File: config.mk
export PLATFORM = sky130hd
export DESIGN_NAME = multidigit_holdstate
export DESIGN_NICKNAME = d
export VERILOG_FILES = /design/src/rtl/multidigit_holdstate.sv
export SDC_FILE = /design/constraint.sdc
export NUM_CORES = 1
export LEC_CHECK = 0
export CORE_ASPECT_RATIO = 1.1
export CORE_MARGIN = 2
export CORE_UTILIZATION = 46
export DETAILED_ROUTE_END_ITERATION = 16
export MAX_ROUTING_LAYER = met4
export PLACE_DENSITY_LB_ADDON = 0.08
export SLEW_MARGIN = 20
export SYNTH_ARGS = -nofsm -noshare
export SYNTH_HDL_FRONTEND = slang
export SYNTH_SLANG_ARGS = --single-unit
File: constraint.sdc
create_clock -name clk -period 1.4 [get_ports clk]
set_clock_uncertainty 0.15 [all_clocks]
set_input_delay 0.28 -clock clk [delete_from_list [all_inputs] [get_ports clk]]
set_output_delay 0.28 -clock clk [all_outputs]
set_load 0.1 [all_outputs]
File: src/rtl/multidigit_holdstate.sv
// N-digit keypad hold stack with prescaled one-hot scan
// for a time-multiplexed seven-segment display.
module multidigit_holdstate #(
  parameter int DIGITS      = 4,
  parameter int DIGIT_W     = 4,
  parameter int DIV         = 1,
  parameter int BLANK_EMPTY = 1
) (
  input  logic                         clk,
  input  logic                         reset,
  input  logic                         en,
  input  logic                         clr,
  input  logic [DIGIT_W-1:0]           num_in,
  output logic [DIGIT_W-1:0]           num_out,
  output logic [DIGITS-1:0]            anodes,
  output logic                         blank,
  output logic [$clog2(DIGITS+1)-1:0]  fill_cnt
);

  localparam int SW = $clog2(DIGITS);
  localparam int PW = (DIV > 1) ? $clog2(DIV) : 1;
  localparam int FW = $clog2(DIGITS + 1);

  localparam logic [SW-1:0] SCAN_LAST = SW'(DIGITS - 1);
  localparam logic [PW-1:0] PRE_LAST  = PW'(DIV - 1);
  localparam logic [FW-1:0] FILL_MAX  = FW'(DIGITS);

  logic [DIGIT_W-1:0] slot_q [DIGITS];
  logic [DIGIT_W-1:0] slot_d [DIGITS];
  logic [FW-1:0]      fill_q, fill_d;
  logic [SW-1:0]      scan_q, scan_d;
  logic [PW-1:0]      pre_q, pre_d;
  logic               pre_tc;

  // digit stack: clr has priority over a same-cycle capture
  always_comb begin
    slot_d = slot_q;
    fill_d = fill_q;
    if (clr) begin
      for (int i = 0; i < DIGITS; i++)
        slot_d[i] = '0;
      fill_d = '0;
    end else if (en) begin
      slot_d[0] = num_in;
      for (int i = 1; i < DIGITS; i++)
        slot_d[i] = slot_q[i-1];
      if (fill_q != FILL_MAX)
        fill_d = fill_q + FW'(1);
    end
  end

  // scan runs free of en/clr; wraps explicitly at DIGITS-1
  always_comb begin
    pre_tc = (pre_q == PRE_LAST);
    pre_d  = pre_tc ? '0 : pre_q + PW'(1);
    scan_d = scan_q;
    if (pre_tc)
      scan_d = (scan_q == SCAN_LAST) ? '0 : scan_q + SW'(1);
  end

  always_ff @(posedge clk or negedge reset) begin
    if (!reset) begin
      for (int i = 0; i < DIGITS; i++)
        slot_q[i] <= '0;
      fill_q <= '0;
      scan_q <= '0;
      pre_q  <= '0;
    end else begin
      for (int i = 0; i < DIGITS; i++)
        slot_q[i] <= slot_d[i];
      fill_q <= fill_d;
      scan_q <= scan_d;
      pre_q  <= pre_d;
    end
  end

  always_comb begin
    num_out  = slot_q[scan_q];
    anodes   = ~(DIGITS'(1) << scan_q);
    blank    = (BLANK_EMPTY != 0) && (32'(scan_q) >= 32'(fill_q));
    fill_cnt = fill_q;
  end

endmodule

==> results of run 1 <==
==> per-layer routing <==
layer,share of wire,GRT usage,vias to the layer above
met3,0.021,0.03243,8
met4,0.026,0.08494,0
met2,0.57,0.3665,16
met1,0.39,0.2605,412
li1,-,-,397
met5,0,-,-
==> cells by family after synthesis <==
kind of cell	count (synthesis)	share of synthesized area
and+or+nand+nor	23	0.08780
DFF	21	0.4789
adders and majority gates	8	0.09122
muxes	21	0.2406
buffers and inverters	13	0.06727
xor gates and xnor gates	1	0.007983
AOI/OAI and AO/OA	3	0.02623
==> synth_stat cells <==
cell type and instances:
mux4_2 3, a21oi_1 2, ha_1 8, nor3_1 1, buf_2 2, and4b_1 1, xnor2_1 1, nand2b_1 1
inv_1 8, a21boi_4 1, buf_6 3, mux2i_1 17, mux4_1 1, dfrtp_1 21, nor2_1 20
==> sequential cells by signal, indices dropped and copies added, names as in the netlist <==
name	count
fill_cnt	3
scan_q	2
slot_q	16
==> worst paths after layout <==
path | startpoint | endpoint | slack, ns | cells after the start
max in group asynchronous | reset | fill_cnt[1] | 0.72 | 2
max | scan_q[0] | num_out[3] | -0.61 | 3
min in group clk | slot_q[2] | slot_q[2] | 0.38 | 2
min reg2reg | slot_q[2] | slot_q[2] | 0.38 | 2
max reg2reg | fill_cnt[1] | fill_cnt[2] | -0.15 | 6
min | reset | slot_q[13] | 0.14 | 2
==> power breakdown <==
group	internal, mW	leakage, nW	switching (mW)
Combinational	0.187	0.568	0.214
Clock	0.111	0.0150	0.179
Sequential	0.629	0.277	0.0181
Total	0.928	0.860	0.411
==> layout make-up <==
type                            count  area [um^2]  share of cell area
Multi-Input combinational cell     56        625.6              0.3320
Timing Repair Buffer               48        591.8              0.3141
Sequential cell                    21        535.5              0.2842
Inverter                            8        67.56             0.03586
Tap cell                           30        37.54             0.01992
Clock buffer                        4        26.28             0.01394
==> timing repair <==
action | in CTS | in global routing
gates resized for setup | 10 | 9
setup endpoints to repair | 15 | 15
pin swaps | 7 | 6
buffers inserted | 6 | 3
==> results.tsv, run 1 <==
stage	metric	value	unit
cells_and_area	post-route design area	0.001884	mm^2
sta	Final Max Slew Viols	0	
cells_and_area	Final Non-Filler Cells	167	
cells_and_area	final core occ	0.8367	
sta	RSZ-0062 raised after global routing	yes	
floorplanning	I/O pin count	20	
power	leakage	0.8603	nW
synth	synth top area cells	dfrtp_1 48%, mux2i_1 16%, ha_1 9.1%	
routing	initial DRC count	6	
routing	First-pass DRT Iterations	3	
floorplanning	DIE AREA	0.002793	mm^2
routing	DRT Wirelength	2708	um
floorplanning	Core Box Area	0.002252	mm^2
clock_network	Clock Tree Root	clkbuf_4	
grt	gr usage total	0.2175	
power	Peak VDD IR	0.0007636	V
cells_and_area	Fillers	125	
clock_network	CTS max path bufs	2	
synth	Synth area leader	dfrtp_1	
critical_path	critical-path maximum fanout	5	
clock_network	CTS Sinks	21	
clock_network	CTS tree	yes	
routing	drc violations	0	
sta	Final period util	1.434	
clock_network	H-tree Lvls	1	
placed_design	placed cell areas	0.001734	mm^2
power	total power	1.339	mW
placed_design	IO Port Bufs	19	
grt	pin count of the biggest net entering global routing	22	
routing	Post-DRT Antenna Nets	0	
critical_path	Worst setup SP type	register	
routing	vias per cell	4.988	
cells_and_area	share of cells above drive strength 1	0.5328	
clock_network	CTS Buf Count	3	
critical_path	Crit path max-delay family	multiplexers	
synth	Yosys top cell area share	0.4789	
synth	yosys warns	0	
synth	Synth cell types	15	
critical_path	Worst Setup End Kind	primary output	
clock_network	Worst-path clk slew	0.12	ns
hold_path	Hold Crit Class	input port to asynchronous set/reset pin	
placed_design	HPWL Detailed	1841	um
floorplanning	initial core utilization	0.4872	
placed_design	Setup WS pre-CTS	-0.2901	ns
critical_path	CP max stage cell	mux4_2	
synth	Mapped Area	0.001097	mm^2
synth	post-synthesis cell count	90	
cells_and_area	area delta synth->final	71.72	%
critical_path	Crit path largest cell delay	0.54	ns
cells_and_area	ant diodes	0	
synth	post-synthesis sequential area ratio	0.4789	
cells_and_area	nets	154	
sta	post-route worst setup slack	-0.6080	ns
power	pwr dens	710.7	mW/mm^2
cells_and_area	most frequent cells in the layout	19 x nor2_1, 19 x buf_4, 17 x mux2i_1, 17 x dfrtp_1, 15 x buf_12	
critical_path	Crit Path Class	register to primary output	
synth	Post-Syn Nets	106	
grt	global-route wire length before repair	4485	um
clock_network	post-cts hold buffer count	0	
critical_path	Req. time, crit path	0.97	ns
outcome	failing checks	setup timing	
floorplanning	Vert. Die Dim	55.23	um
sta	fin crit period	2.008	ns
critical_path	WP data arrival	1.58	ns
grt	initial antenna violation count	0	
grt	GRT overflow	0	
grt	number of global-route vias before repair	924	
placed_design	gp weighted congestion	0.7660	
flow_run	maxcap violations	0	
placed_design	post-placement cell count	157	
sta	Setup violations, final	15	
routing	DR vias	833	
synth	Synth Register Bits	21	
sta	Fmax	0.4980	GHz
critical_path	Crit path buffers/inverters	2	
floorplanning	Cell Rows	18	
critical_path	crit-path cells	buf_4, mux4_2, buf_12	
outcome	status	complete, but fails checks	
floorplanning	die width	50.57	um
clock_network	worst skew pair latency	0.31	ns
sta	Final Hold Vio Count	0	
sta	TNS Setup	-5.523	ns
sta	worst rel slew slack	0.8233	
routing	WL per Instance	16.22	um
synth	Mapped Avg Cell Area	12.19	um^2
sta	final hold slack	0.1419	ns
sta	actual slew at the worst max-slew pin	0.2650	ns
No activity file was read; power rests on OpenSTA's default activity.
==> inputs of run 2 (changes only) <==
--- a/config.mk
+++ b/config.mk
@@ -5,9 +5,11 @@
 export SDC_FILE = /design/constraint.sdc
 export NUM_CORES = 1
 export LEC_CHECK = 0
+export CELL_PAD_IN_SITES_DETAIL_PLACEMENT = 0
+export CELL_PAD_IN_SITES_GLOBAL_PLACEMENT = 1
 export CORE_ASPECT_RATIO = 1.1
 export CORE_MARGIN = 2
-export CORE_UTILIZATION = 46
+export CORE_UTILIZATION = 36
 export DETAILED_ROUTE_END_ITERATION = 16
 export MAX_ROUTING_LAYER = met4
 export PLACE_DENSITY_LB_ADDON = 0.08
==> results.tsv, run 2 (synthesis gave the netlist of run 1 again) <==
stage	metric	value	unit
outcome	status	complete, but fails checks	
outcome	failing checks	setup timing	
cells_and_area	register area	535.5	um^2
clock_network	CTS Buf Count	3	
placed_design	gp weighted congestion	0.6665	
grt	GRT overflow	0	
floorplanning	Core Box Area	0.002969	mm^2
floorplanning	DIE AREA	0.003506	mm^2
clock_network	H-tree Lvls	1	
critical_path	Req. time, crit path	0.97	ns
sta	worst rel slew slack	0.9062	
floorplanning	Vert. Die Dim	61.91	um
critical_path	critical-path maximum fanout	2	
critical_path	Reg2Reg Capture Point	fill_cnt[2]	
routing	vias per cell	4.792	
sta	TNS Setup	-5.101	ns
grt	pin count of the biggest net entering global routing	22	
floorplanning	die width	56.64	um
cells_and_area	most frequent cells in the layout	19 x nor2_1, 18 x buf_4, 17 x mux2i_1, 17 x dfrtp_1, 15 x buf_12	
placed_design	IO Port Bufs	19	
routing	First-pass DRT Iterations	2	
cells_and_area	Largest Register	slot_q	
sta	actual slew at the worst max-slew pin	0.1368	ns
grt	gr usage total	0.1525	
cells_and_area	nets	151	
sta	RSZ-0062 raised after global routing	yes	
sta	Final Hold Vio Count	0	
critical_path	register-to-register setup slack	-0.06	ns
power	pwr dens	715.8	mW/mm^2
floorplanning	initial core utilization	0.3696	
routing	DRT Wirelength	2214	um
sta	final hold slack	0.1519	ns
routing	Post-DRT Antenna Nets	0	
cells_and_area	area used by multi-input combinational logic	625.6	um^2
clock_network	Worst-path clk slew	0.12	ns
hold_path	Hold Crit Class	input port to asynchronous set/reset pin	
critical_path	WP data arrival	1.58	ns
critical_path	reg2reg start	fill_cnt[0]	
routing	drc violations	0	
sta	Final period util	1.433	
flow_run	maxcap violations	0	
placed_design	HPWL Detailed	1693	um
cells_and_area	ant diodes	0	
cells_and_area	Fillers	231	
sta	Fmax	0.4984	GHz
sta	post-route worst setup slack	-0.6065	ns
placed_design	Setup WS pre-CTS	-0.2724	ns
clock_network	worst skew pair latency	0.30	ns
cells_and_area	commonest non-fill, non-tap cell in the layout	nor2_1	
power	Peak VDD IR	0.0004874	V
critical_path	Worst setup SP type	register	
floorplanning	Cell Rows	21	
sta	Final Max Slew Viols	0	
floorplanning	I/O pin count	20	
grt	global-route wire length before repair	3912	um
grt	initial antenna violation count	0	
clock_network	Clock Tree Root	clkbuf_4	
cells_and_area	share of cells above drive strength 1	0.5299	
cells_and_area	area delta synth->final	68.41	%
sta	fin crit period	2.006	ns
critical_path	Crit Path Class	register to primary output	
sta	Setup violations, final	13	
critical_path	Worst Setup End Kind	primary output	
routing	WL per Instance	13.18	um
clock_network	CTS tree	yes	
cells_and_area	max reg flops	16	
routing	initial DRC count	5	
power	leakage	0.8458	nW
grt	number of global-route vias before repair	881	
routing	DR vias	805	
critical_path	Reg2Reg Depth	5	
clock_network	CTS Sinks	21	
clock_network	CTS max path bufs	2	
run 2: area by class of cell:
cell class,instances,area share
inverter,8,0.02979
clock buffer,3,0.01219
clock inverter,1,0.002708
tap,34,0.02302
sequential,21,0.2898
timing repair buffer,45,0.3040
multi-input combinational,56,0.3385
run 2: per-layer routing:
metal  up-vias  share of wire  global-route usage
met2        11           0.52              0.2591
met1       398           0.44              0.1884
met5         -              0                   -
li1        394              -                   -
met3         2          0.029             0.02484
met4         0         0.0086             0.05102
run 2: stage by stage:
| stage | area (um^2) | power [mW] | cells | util |
|---|---|---|---|---|
| 2_1_floorplan | 1232 | 0.8617 | 90 | - |
| 3_5_place_dp | 1759 | 1.019 | 162 | 0.5925 |
| 4_1_cts | 1854 | 1.343 | 169 | 0.6245 |
| 3_3_place_gp | 1759 | 1.013 | 162 | 0.5925 |
| 6_report | 1848 | 1.323 | 168 | 0.6224 |
| 5_1_grt | 1848 | 1.395 | 168 | 0.6224 |
run 2: critical path, stage by stage (launching register included):
cell and delay [ns]:
dfrtp_1 0.40, buf_4 0.15, inv_6 0.05, ha_4 0.19
nand2b_4 0.14, a21oi_4 0.13, nor2_4 0.06, buf_12 0.16
run 2: timing repair:
action / 4_1_cts / 5_1_grt
pin swaps: 5 / 0
resized for setup: 10 / 2
gates cloned: 0 / 0
hold buffers: 0 / 0
setup endpoints to repair: 15 / 15
endpoints found under the hold margin: 0 / 0
buffers inserted: 3 / 1
run 2: where the power goes:
part | total (mW) | switching, mW | internal [mW]
registers | 0.644 | 0.0150 | 0.629
clock network | 0.294 | 0.188 | 0.106
logic | 0.385 | 0.203 | 0.182
total | 1.32 | 0.406 | 0.917
run 2: how the worst max path moves through the flow:
stage                            from     to  slack [ns]  cells after the start
after detailed placement    scan_q[0]  blank       -0.27                      7
after global routing        scan_q[0]  blank       -0.67                      7
after floorplan           fill_cnt[0]  blank       -0.62                      4
after global placement      scan_q[0]  blank       -0.25                      7
final                       scan_q[0]  blank       -0.61                      7
after CTS                   scan_q[0]  blank       -0.62                      7
==> inputs of run 3 (changes only) <==
--- a/config.mk
+++ b/config.mk
@@ -7,8 +7,7 @@
 export LEC_CHECK = 0
 export CELL_PAD_IN_SITES_DETAIL_PLACEMENT = 0
 export CELL_PAD_IN_SITES_GLOBAL_PLACEMENT = 1
-export CORE_ASPECT_RATIO = 1.1
-export CORE_MARGIN = 2
+export CORE_MARGIN = 5
 export CORE_UTILIZATION = 36
 export DETAILED_ROUTE_END_ITERATION = 16
 export MAX_ROUTING_LAYER = met4
==> results.tsv, run 3 (synthesis gave the netlist of run 1 again) <==
stage	metric	value	unit
sta	Final period util	1.426	
routing	initial DRC count	10	
routing	WL per Instance	13.25	um
sta	Fmax	0.5010	GHz
cells_and_area	ant diodes	0	
routing	DRT Wirelength	2253	um
critical_path	Worst Setup End Kind	primary output	
sta	Setup violations, final	13	
cells_and_area	commonest non-fill, non-tap cell in the layout	buf_4	
clock_network	CTS Buf Count	3	
outcome	failing checks	setup timing	
floorplanning	Core Box Area	0.002978	mm^2
critical_path	crit path from	scan_q[0]	
power	share of power burned in registers	0.488	
power	Pint	0.9204	mW
clock_network	CTS tree	yes	
critical_path	Crit Path Class	register to primary output	
cells_and_area	nets	154	
clock_network	worst skew pair latency	0.30	ns
cells_and_area	share of cells above drive strength 1	0.5401	
critical_path	Worst setup SP type	register	
critical_path	Req. time, crit path	0.97	ns
critical_path	CP endpoint	blank	
flow_run	maxcap violations	0	
floorplanning	Vert. Die Dim	65.21	um
hold_path	Hold Crit Class	input port to asynchronous set/reset pin	
placed_design	HPWL Detailed	1742	um
critical_path	critical-path maximum fanout	2	
power	Clk pwr share	0.218	
clock_network	CTS max path bufs	2	
floorplanning	DIE AREA	0.004252	mm^2
sta	Final Max Slew Viols	0	
placed_design	Setup WS pre-CTS	-0.2662	ns
critical_path	Reg2Reg Depth	5	
floorplanning	initial core utilization	0.3685	
routing	vias per cell	4.700	
placed_design	placed cell areas	0.001773	mm^2
outcome	status	complete, but fails checks	
placed_design	IO Port Bufs	19	
clock_network	Worst-path clk slew	0.12	ns
cells_and_area	most frequent cells in the layout	20 x buf_4, 19 x nor2_1, 17 x mux2i_1, 17 x dfrtp_1, 15 x buf_12	
power	Peak VDD IR	0.0005808	V
power	leakage	0.8638	nW
critical_path	Reg2Reg Capture Point	fill_cnt[2]	
sta	actual slew at the worst max-slew pin	0.1392	ns
sta	Final Hold Vio Count	0	
cells_and_area	Fillers	242	
sta	RSZ-0062 raised after global routing	yes	
cells_and_area	Largest Register	slot_q	
critical_path	WP data arrival	1.57	ns
grt	initial antenna violation count	0	
routing	First-pass DRT Iterations	3	
routing	Post-DRT Antenna Nets	0	
cells_and_area	max reg flops	16	
grt	global-route wire length before repair	4008	um
routing	drc violations	0	
sta	post-route worst setup slack	-0.5959	ns
cells_and_area	area delta synth->final	70.24	%
clock_network	CTS Sinks	21	
floorplanning	Cell Rows	20	
power	switching share of power	0.3025	
grt	gr usage total	0.1269	
power	sw power	0.3992	mW
routing	DR vias	799	
cells_and_area	post-route design area	0.001868	mm^2
grt	GRT overflow	0	
floorplanning	I/O pin count	20	
power	Gate power share	0.294	
sta	TNS Setup	-4.990	ns
floorplanning	die width	65.21	um
placed_design	gp weighted congestion	0.6990	
clock_network	H-tree Lvls	1	
sta	worst rel slew slack	0.9045	
grt	number of global-route vias before repair	884	
power	pwr dens	706.4	mW/mm^2
clock_network	Clock Tree Root	clkbuf_4	
power	total power	1.320	mW
critical_path	register-to-register setup slack	-0.03	ns
grt	pin count of the biggest net entering global routing	22	
sta	fin crit period	1.996	ns
critical_path	reg2reg start	fill_cnt[1]	
run 3: per-stage QoR:
stage / cells / hold slack [ns] / utilization
after floorplan: 90 / -0.1656 / -
after global placement: 163 / 0.3515 / 0.5954
after detailed placement: 163 / 0.3544 / 0.5954
after CTS: 170 / 0.1457 / 0.6227
after global routing: 170 / 0.1557 / 0.6273
final: 170 / 0.1492 / 0.6273
run 3: worst max-delay path, cell delays in order, from the launching register on:
cell      delay, ns
dfrtp_1        0.42
buf_6          0.13
clkinv_4       0.04
ha_4           0.18
nand2b_4       0.14
a21oi_4        0.14
nor2_4         0.05
buf_12         0.16
run 3: worst min-delay path by stage:
stage                     startpoint     endpoint  depth (start not counted)
after floorplan                reset  fill_cnt[2]                          0
after global placement     slot_q[3]    slot_q[3]                          2
after detailed placement   slot_q[3]    slot_q[3]                          2
after CTS                      reset    scan_q[1]                          2
after global routing           reset    scan_q[1]                          2
final                          reset   slot_q[13]                          2
run 3: power groups by stage:
stage	Clock, mW	Combinational, mW	Sequential (mW)
2_1_floorplan	0	0.156	0.705
5_1_grt	0.323	0.413	0.647
3_5_place_dp	0	0.368	0.655
6_report	0.287	0.388	0.644
4_1_cts	0.303	0.392	0.644
3_3_place_gp	0	0.362	0.655
run 3: layout make-up:
type | count | area (um^2) | share of cell area
clock inverters | 1 | 5.005 | 0.002679
flip-flops and latches | 21 | 535.5 | 0.2867
multi-input cells | 56 | 615.6 | 0.3295
repair buffers | 48 | 588.1 | 0.3148
inverters | 8 | 60.06 | 0.03215
well taps | 33 | 41.29 | 0.02210
clock buffers | 3 | 22.52 | 0.01206
run 3: layer usage:
metal  vias up  GRT usage  share of wire
met2        12     0.2162           0.50
li1        397          -              -
met4         0    0.03109          0.010
met3         4    0.02051          0.025
met5         -          -              0
met1       386     0.1580           0.46
run 3: what timing repair did:
item	in CTS	in global routing
setup endpoints to repair	15	14
pin swaps	5	5
gates resized for setup	8	7
hold buffers	0	0
setup buffers	4	2
